==> src/rtl/rx_spi_unpacker.sv <==
// rx_spi_unpacker: passive SPI sniffer that splits each chip-select burst
// into a 48-bit header (sync word + line start address) and a payload of
// 12-bit samples for the receive frame memory. All outputs are in Cclk.
// Optional build macro: RXUNPACK_ADDR_CHECK_EN (range/alignment check on the
// header address before it is accepted).
module rx_spi_unpacker #(
  parameter logic [31:0] HSYNC_WORD    = 32'h6cf4ae21,
  parameter int          PAYLOAD_WORDS = 80
) (
  input  logic        Cclk,
  input  logic        rstn,
  input  logic        SCLK,
  input  logic        MISO,
  input  logic        CS_n,
  output logic        RxHeader,
  output logic [15:0] RxAdd,
  output logic        RxAddValid,
  output logic [11:0] RxData,
  output logic        RxValid,
  output logic        PktShort
);

  typedef enum logic [1:0] {S_IDLE, S_HEADER, S_PAYLOAD, S_DONE} state_t;

  state_t      r_state;
  state_t      w_state_next;

  logic        r_sclk_meta, r_sclk_sync, r_sclk_dly;
  logic        r_miso_meta, r_miso_sync;
  logic        r_cs_meta, r_cs_sync;

  // Header register keeps only 47 bits: the 48th arrives live from MISO
  // in the edge cycle and the full word is compared combinationally.
  logic [46:0] r_hdr;
  logic [5:0]  r_bit_cnt;
  logic [10:0] r_smp_shift;
  logic [3:0]  r_smp_bit;
  logic [6:0]  r_smp_cnt;

  logic        r_rx_header, r_rx_add_valid, r_rx_valid, r_pkt_short;
  logic [15:0] r_rx_add;
  logic [11:0] r_rx_data;

  logic        w_sclk_rise, w_shift_en;
  logic [47:0] w_hdr_full;
  logic [11:0] w_word_full;
  logic        w_hdr_last, w_word_last, w_last_sample;
  logic        w_sync_ok, w_addr_ok;
  logic        w_add_valid_next, w_valid_next, w_short_next;

  assign w_sclk_rise   = r_sclk_sync & ~r_sclk_dly;
  // A CS_n rise beats a coincident SCLK edge: the bit is dropped.
  assign w_shift_en    = w_sclk_rise & ~r_cs_sync;
  assign w_hdr_full    = {r_hdr, r_miso_sync};
  assign w_word_full   = {r_smp_shift, r_miso_sync};
  assign w_hdr_last    = (r_state == S_HEADER) && w_shift_en && (r_bit_cnt == 6'd47);
  assign w_word_last   = (r_state == S_PAYLOAD) && w_shift_en && (r_smp_bit == 4'd11);
  assign w_last_sample = w_word_last && (r_smp_cnt == 7'(PAYLOAD_WORDS - 1));
  assign w_sync_ok     = (w_hdr_full[47:16] == HSYNC_WORD);

`ifdef RXUNPACK_ADDR_CHECK_EN
  assign w_addr_ok = (w_hdr_full[15:0] < 16'h9600) && (w_hdr_full[3:0] == 4'h0);
`else
  assign w_addr_ok = 1'b1;
`endif

  // Two-flop synchronizers on all SPI lines, plus a delay flop for SCLK rise detection
  always_ff @(posedge Cclk) begin
    if (!rstn) begin
      r_sclk_meta <= 1'b1;
      r_sclk_sync <= 1'b1;
      r_sclk_dly  <= 1'b1;
      r_miso_meta <= 1'b0;
      r_miso_sync <= 1'b0;
      r_cs_meta   <= 1'b1;
      r_cs_sync   <= 1'b1;
    end else begin
      r_sclk_meta <= SCLK;
      r_sclk_sync <= r_sclk_meta;
      r_sclk_dly  <= r_sclk_sync;
      r_miso_meta <= MISO;
      r_miso_sync <= r_miso_meta;
      r_cs_meta   <= CS_n;
      r_cs_sync   <= r_cs_meta;
    end
  end

  // State register
  always_ff @(posedge Cclk) begin
    if (!rstn) r_state <= S_IDLE;
    else       r_state <= w_state_next;
  end

  // Next-state logic; a deasserted chip select always returns to IDLE
  always_comb begin
    w_state_next = r_state;
    case (r_state)
      S_IDLE:    if (!r_cs_sync) w_state_next = S_HEADER;
      S_HEADER:  if (r_cs_sync) w_state_next = S_IDLE;
                 else if (w_hdr_last) w_state_next = S_PAYLOAD;
      S_PAYLOAD: if (r_cs_sync) w_state_next = S_IDLE;
                 else if (w_last_sample) w_state_next = S_DONE;
      S_DONE:    if (r_cs_sync) w_state_next = S_IDLE;
      default:   w_state_next = S_IDLE;
    endcase
  end

  // Output pulse decode; PktShort only when a burst ends before the payload completes
  always_comb begin
    w_add_valid_next = w_hdr_last && w_sync_ok && w_addr_ok;
    w_valid_next     = w_word_last;
    w_short_next     = r_cs_sync && ((r_state == S_HEADER) || (r_state == S_PAYLOAD));
  end

  // Shift registers and counters; everything is cleared on entry to HEADER
  always_ff @(posedge Cclk) begin
    if (!rstn) begin
      r_hdr       <= '0;
      r_bit_cnt   <= '0;
      r_smp_shift <= '0;
      r_smp_bit   <= '0;
      r_smp_cnt   <= '0;
    end else begin
      case (r_state)
        S_IDLE: begin
          if (!r_cs_sync) begin
            r_hdr       <= '0;
            r_bit_cnt   <= '0;
            r_smp_shift <= '0;
            r_smp_bit   <= '0;
            r_smp_cnt   <= '0;
          end
        end
        S_HEADER: begin
          if (w_shift_en) begin
            r_hdr     <= w_hdr_full[46:0];
            r_bit_cnt <= r_bit_cnt + 6'd1;
          end
        end
        S_PAYLOAD: begin
          if (w_shift_en) begin
            r_smp_shift <= w_word_full[10:0];
            if (r_smp_bit == 4'd11) begin
              r_smp_bit <= 4'd0;
              r_smp_cnt <= r_smp_cnt + 7'd1;
            end else begin
              r_smp_bit <= r_smp_bit + 4'd1;
            end
          end
        end
        default: ;
      endcase
    end
  end

  // Registered outputs; RxAdd and RxData hold between their pulses
  always_ff @(posedge Cclk) begin
    if (!rstn) begin
      r_rx_header    <= 1'b0;
      r_rx_add       <= 16'h0000;
      r_rx_add_valid <= 1'b0;
      r_rx_data      <= 12'h000;
      r_rx_valid     <= 1'b0;
      r_pkt_short    <= 1'b0;
    end else begin
      r_rx_header    <= (w_state_next == S_HEADER);
      r_rx_add_valid <= w_add_valid_next;
      r_rx_valid     <= w_valid_next;
      r_pkt_short    <= w_short_next;
      if (w_add_valid_next) r_rx_add  <= w_hdr_full[15:0];
      if (w_valid_next)     r_rx_data <= w_word_full;
    end
  end

  assign RxHeader   = r_rx_header;
  assign RxAdd      = r_rx_add;
  assign RxAddValid = r_rx_add_valid;
  assign RxData     = r_rx_data;
  assign RxValid    = r_rx_valid;
  assign PktShort   = r_pkt_short;

endmodule

==> config.mk <==
export PLATFORM = sky130hd
export DESIGN_NAME = rx_spi_unpacker
export DESIGN_NICKNAME = d
export VERILOG_FILES = /design/src/rtl/rx_spi_unpacker.sv
export SDC_FILE = /design/constraint.sdc
export NUM_CORES = 1
export LEC_CHECK = 0
export CORE_MARGIN = 2
export CORE_UTILIZATION = 50
export DETAILED_ROUTE_END_ITERATION = 10
export HOLD_SLACK_MARGIN = 0.06
export PLACE_DENSITY = 0.7
export SLEW_MARGIN = 30
export SYNTH_ARGS = -nofsm -noshare
export SYNTH_HDL_FRONTEND = slang
export SYNTH_SLANG_ARGS = --single-unit
==> constraint.sdc <==
create_clock -name Cclk -period 2.5 [get_ports Cclk]
set_input_delay 0.5 -clock Cclk [delete_from_list [all_inputs] [get_ports Cclk]]
set_output_delay 0.5 -clock Cclk [all_outputs]
set_load 0.02 [all_outputs]
# Yosys cells after proc, flatten, opt, wreduce, memory -nomap -nowiden
# Cells that the tools add are included.
[totals]
regBits = 116
in_bits = 5
[op_classes]
n_eq_ne = 12
reduce_logical = 14
addsub = 3
muxes = 24
n_bitwise = 4
[ops]
columns = ["operator", "count"]
rows = [
  ["$mux 47", 2],
  ["$pmux 47 s2", 1],
  ["$eq 32x31->1 const B", 1],
  ["$mux 11", 2],
  ["$pmux 11 s2", 1],
  ["$mux 7", 3],
  ["$pmux 7 s2", 1],
  ["$mux 2", 6],
  ["$mux 4", 3],
  ["$mux 6", 2],
  ["$pmux 6 s2", 1],
  ["$ne 2x2->1 const B", 4],
  ["$pmux 2 s4", 1],
  ["$pmux 4 s2", 1],
  ["$add 7x1->7 const B", 1],
  ["$eq 7x7->1 const B", 1],
  ["$logic_and 1x1->1", 7],
  ["$add 6x1->6 const B", 1],
  ["$eq 6x6->1 const B", 1],
  ["$reduce_and 3->1", 2],
  ["$add 4x1->4 const B", 1],
  ["$eq 2x1->1 const B", 2],
  ["$eq 2x2->1 const B", 2],
  ["$eq 4x4->1 const B", 1],
  ["other kinds (6)", 9],
]

# Depth between registers and ports, before layout
[depth]
word_depth = 10
depth_mapped = 9
depth_no_buf = 6

# Worst setup path before layout
# No wires, ideal clock.
[synth_path]
path_type = "register to register"
startpoint = "reg r_state[1]"
endpoint = "reg r_bit_cnt[5]"
n_path_buf = 2
t_arrival_ns = 1.771
stages_incl_launch_ff = 9
t_required_ns = 2.428
slack_ns = 0.658
period_less_slack_ns = 1.842
cell_sequence = "dfxtp_1 -> inv_1 -> ha_1 -> buf_6 -> nand2b_4 -> a21o_1 -> clkbuf_1 -> or4_1 -> a21oi_1"
[synth_via]
elab_chain_len = 3
elab_cells_between_ends = 7
classes_between = "3 x eq/ne; 1 x mux; 3 x reduce/logical"
[synth_rtl]
columns = ["item", "line_no", "rtl"]
rows = [
  ["start, declared", "25", "state_t r_state;"],
  ["start signal, assigned", "91", "else r_state <= w_state_next;"],
  ["$eq 2x1->1 or $logic_not 2->1 (tied branches)", "124", "case (r_state)"],
  ["$ne 2x2->1 (no source line) or $reduce_bool 2->1 (tied branches)", "--", ""],
  ["$reduce_and 3->1 (no source line)", "--", ""],
  ["end signal, assigned", "137", "r_bit_cnt <= r_bit_cnt + 6'd1;"],
  ["end, declared", "35", "logic [5:0] r_bit_cnt;"],
]
# Several ways; a longest one is shown, not always the timed one.
# A chain may end at the register's enable or synchronous reset.

# Final worst setup path
[layout_path]
startpoint = "reg r_state[0]"
endpoint = "reg r_smp_cnt[5]"
[layout_via]
elab_chain_len = 3
elab_cells_between_ends = 8
classes_between = "4 x eq/ne; 1 x mux; 3 x reduce/logical"
[layout_rtl]
columns = ["item", "line_no", "rtl"]
rows = [
  ["$eq 2x2->1 or $logic_not 2->1 (tied branches)", "124", ""],
  ["$ne 2x2->1 (no source line) or $reduce_bool 2->1 (tied branches)", "--", ""],
  ["$reduce_and 4->1 (no source line)", "--", ""],
  ["end signal, assigned", "145", "r_smp_cnt <= r_smp_cnt + 7'd1;"],
  ["end, declared", "38", "logic [6:0] r_smp_cnt;"],
]
# Several ways; a longest one is shown, not always the timed one.

==> qor.csv <==
metric;value;unit
status;completed;
leakage;2.03;nW
critPathRequiredTime;2.94;ns
layout-drive-gt1-share;9.48;%
ant_nets;0;
start_kind;flop;
ys_seq_area_share;49.7;%
drv_slew;0;
tns;0;ns
rows;35;
drtIter0Drc;165;
p_switching;0.995;mW
ys_top_cells_by_count;116 x dfxtp_1, 90 x nand2_1, 58 x a21oi_1;
fmax;0.479;GHz
gr-total-overflow;0;
die_area;0.0101;sq mm
dr_total_vias;3780;
post-route-cell-area;0.00573;sq mm
diodes;0;
antenna_found_initial;0;
synth_top_area_share;49.7;%
io_buffers;36;
vdd_ir_drop_max;0.442;mV
fillerInstances;763;
synth_edf_count;0;
utilization;62.6;%
post-cts-setup-buffers;0;
synthArstFlopShare;0;%
timing.final.ws_setup;0.412;ns
cts_buffers;17;
hpwlAfterDp;6040;um
grt_use_total;20.8;%
synth.distinct_cells;47;
place_ws;0.443;ns
multi_input_area;0.00217;sq mm
place_congestion;0.846;
synth_warnings;0;
cts.sink_count;116;
crit_fanout;10;
skew;0.00868;ns
grt_max_degree;49;
fin_crit;2.09;ns
path_class;reg -> reg;
synth.area.top_cells;dfxtp_1 50%, mux2i_1 8.4%, nand2_1 7.2%;
syn_to_final_growth;22.5;%
cellPowerDensity;785;mW/mm^2
synth_seq_cells;116;
drc_errors;0;
worst_slew_pin_slew;0.626;ns
vias_per_cell;5.47;
max_cap_viol_count;0;
syn-cell-area;0.00467;sq mm
fp.coreArea;0.00915;sq mm
wirelength;9610;um
dpl_cell_area;0.00515;sq mm
ys.flop_type;dfxtp_1;
cts_tree;built;
holdWs;0.425;ns
grt_pass1_wl;16800;um
yosysTopAreaCell;dfxtp_1;
fin_crit_sh;83.5;%
regArea;0.00232;sq mm
maxSlewHeadroom;58.2;%
syn_nets;546;
start_util;51.1;%
firstDrtPassIters;5;
seqPwrFrac;41.8;%
clock_path_buffers;2;
clkPwrFrac;52.5;%
hp-class;reg -> reg;
rsz0062_at_grt;false;
clkLatencyLatePin;0.52;ns
cts_resized;0;
cts_hold_buf;0;
nets;580;
ios;37;
yosysMostFrequentCell;dfxtp_1;
die_y;101;um
path_clk_slew;0.05;ns
final_hold_viol_count;0;
wl_per_cell;13.9;um
syn_avg_cell_area;8.75;sq um
grt_pass1_vias;3620;
h-tree-depth;4;
netlist_instances;534;
setup_viol;0;
crit_arrival;2.52;ns
die_w;101;um
swShare;22.1;%
power.internal;3.50;mW
root_buffer;clkbuf_8;
critPathCaptureType;flop;
power.share.combinational;5.7;%
## critical path, cell delays in order, from the launching register on
cell	delay, ns
dfxtp_1	0.35
inv_1	0.09
ha_1	0.19
buf_4	0.17
and3b_1	0.23
o221ai_1	0.24
or4_1	0.56
a21oi_1	0.17
## routing by layer
metal  track usage, %  part of all wire [%]  up-vias
met5                0                     0        -
met4             8.22                   1.3        0
met3             7.28                   3.5        8
met2             33.2                    50       62
met1             25.6                    45     1804
li1                 -                     -     1906
## power by group through the flow
stage / logic, mW / clock network (mW) / registers, mW
after detailed placement: 0.254 / 0 / 1.92
after global placement: 0.251 / 0 / 1.92
after CTS: 0.258 / 2.40 / 1.88
final: 0.258 / 2.36 / 1.88
after floorplan: 0.181 / 0 / 1.92
after global routing: 0.286 / 2.50 / 1.88
## cells in the final DEF (no fill, tap or decap), types with 4 or more instances in the layout
cell type and n:
o21ai_0 8, xnor2_1 5, clkdlybuf4s50_1 36, mux2i_1 39, nand2b_1 5, or3_1 5
and2_1 15, nand2_1 90, inv_1 6, a21oi_1 57, ha_1 7, a211oi_1 5
nand3_1 57, dfxtp_1 116, buf_4 17, clkbuf_16 16, nand4_1 4, nor2_1 36
## cells by family (layout without fill, tap and decap cells)
family,count (synthesis),count (layout),share of synthesized area [%]
AND/OR/NAND/NOR,239,239,24.8
flip-flops,116,116,49.7
AO/OA/AOI/OAI,81,81,9.69
buffers and inverters,45,91,4.26
multiplexers,40,40,8.59
adder cells (fa/ha/maj),7,7,1.87
XOR/XNOR,6,6,1.12
## flip-flops by register name (all words and copies together) (netlist names), 2 cells and up
register / count
RxAdd: 16
RxData: 12
r_bit_cnt: 6
r_hdr: 47
r_smp_bit: 4
r_smp_cnt: 7
r_smp_shift: 11
r_state: 2
## final timing paths
kind / from / to / slack, ns / depth (start not counted)
worst min register to register: r_cs_meta / r_cs_sync / 0.42 / 1
worst max register to register: r_state[0] / r_smp_cnt[5] / 0.41 / 7
worst min-delay path: r_cs_meta / r_cs_sync / 0.42 / 1
worst max-delay path: r_state[0] / r_smp_cnt[5] / 0.41 / 7
## per-stage QoR
step,cells,power (mW)
after global routing,691,4.66
after CTS,691,4.54
after floorplan,534,2.10
after detailed placement,660,2.17
final,691,4.50
after global placement,660,2.17
## layout make-up
class / count / share of cell area (%)
sequential: 116 / 40.5
timing repair buffer: 53 / 8.52
inverter: 7 / 0.459
clock inverter: 9 / 2.25
clock buffer: 22 / 7.91
tap: 111 / 2.42
multi-input combinational: 373 / 37.9
(Power assumes the default switching activity.)
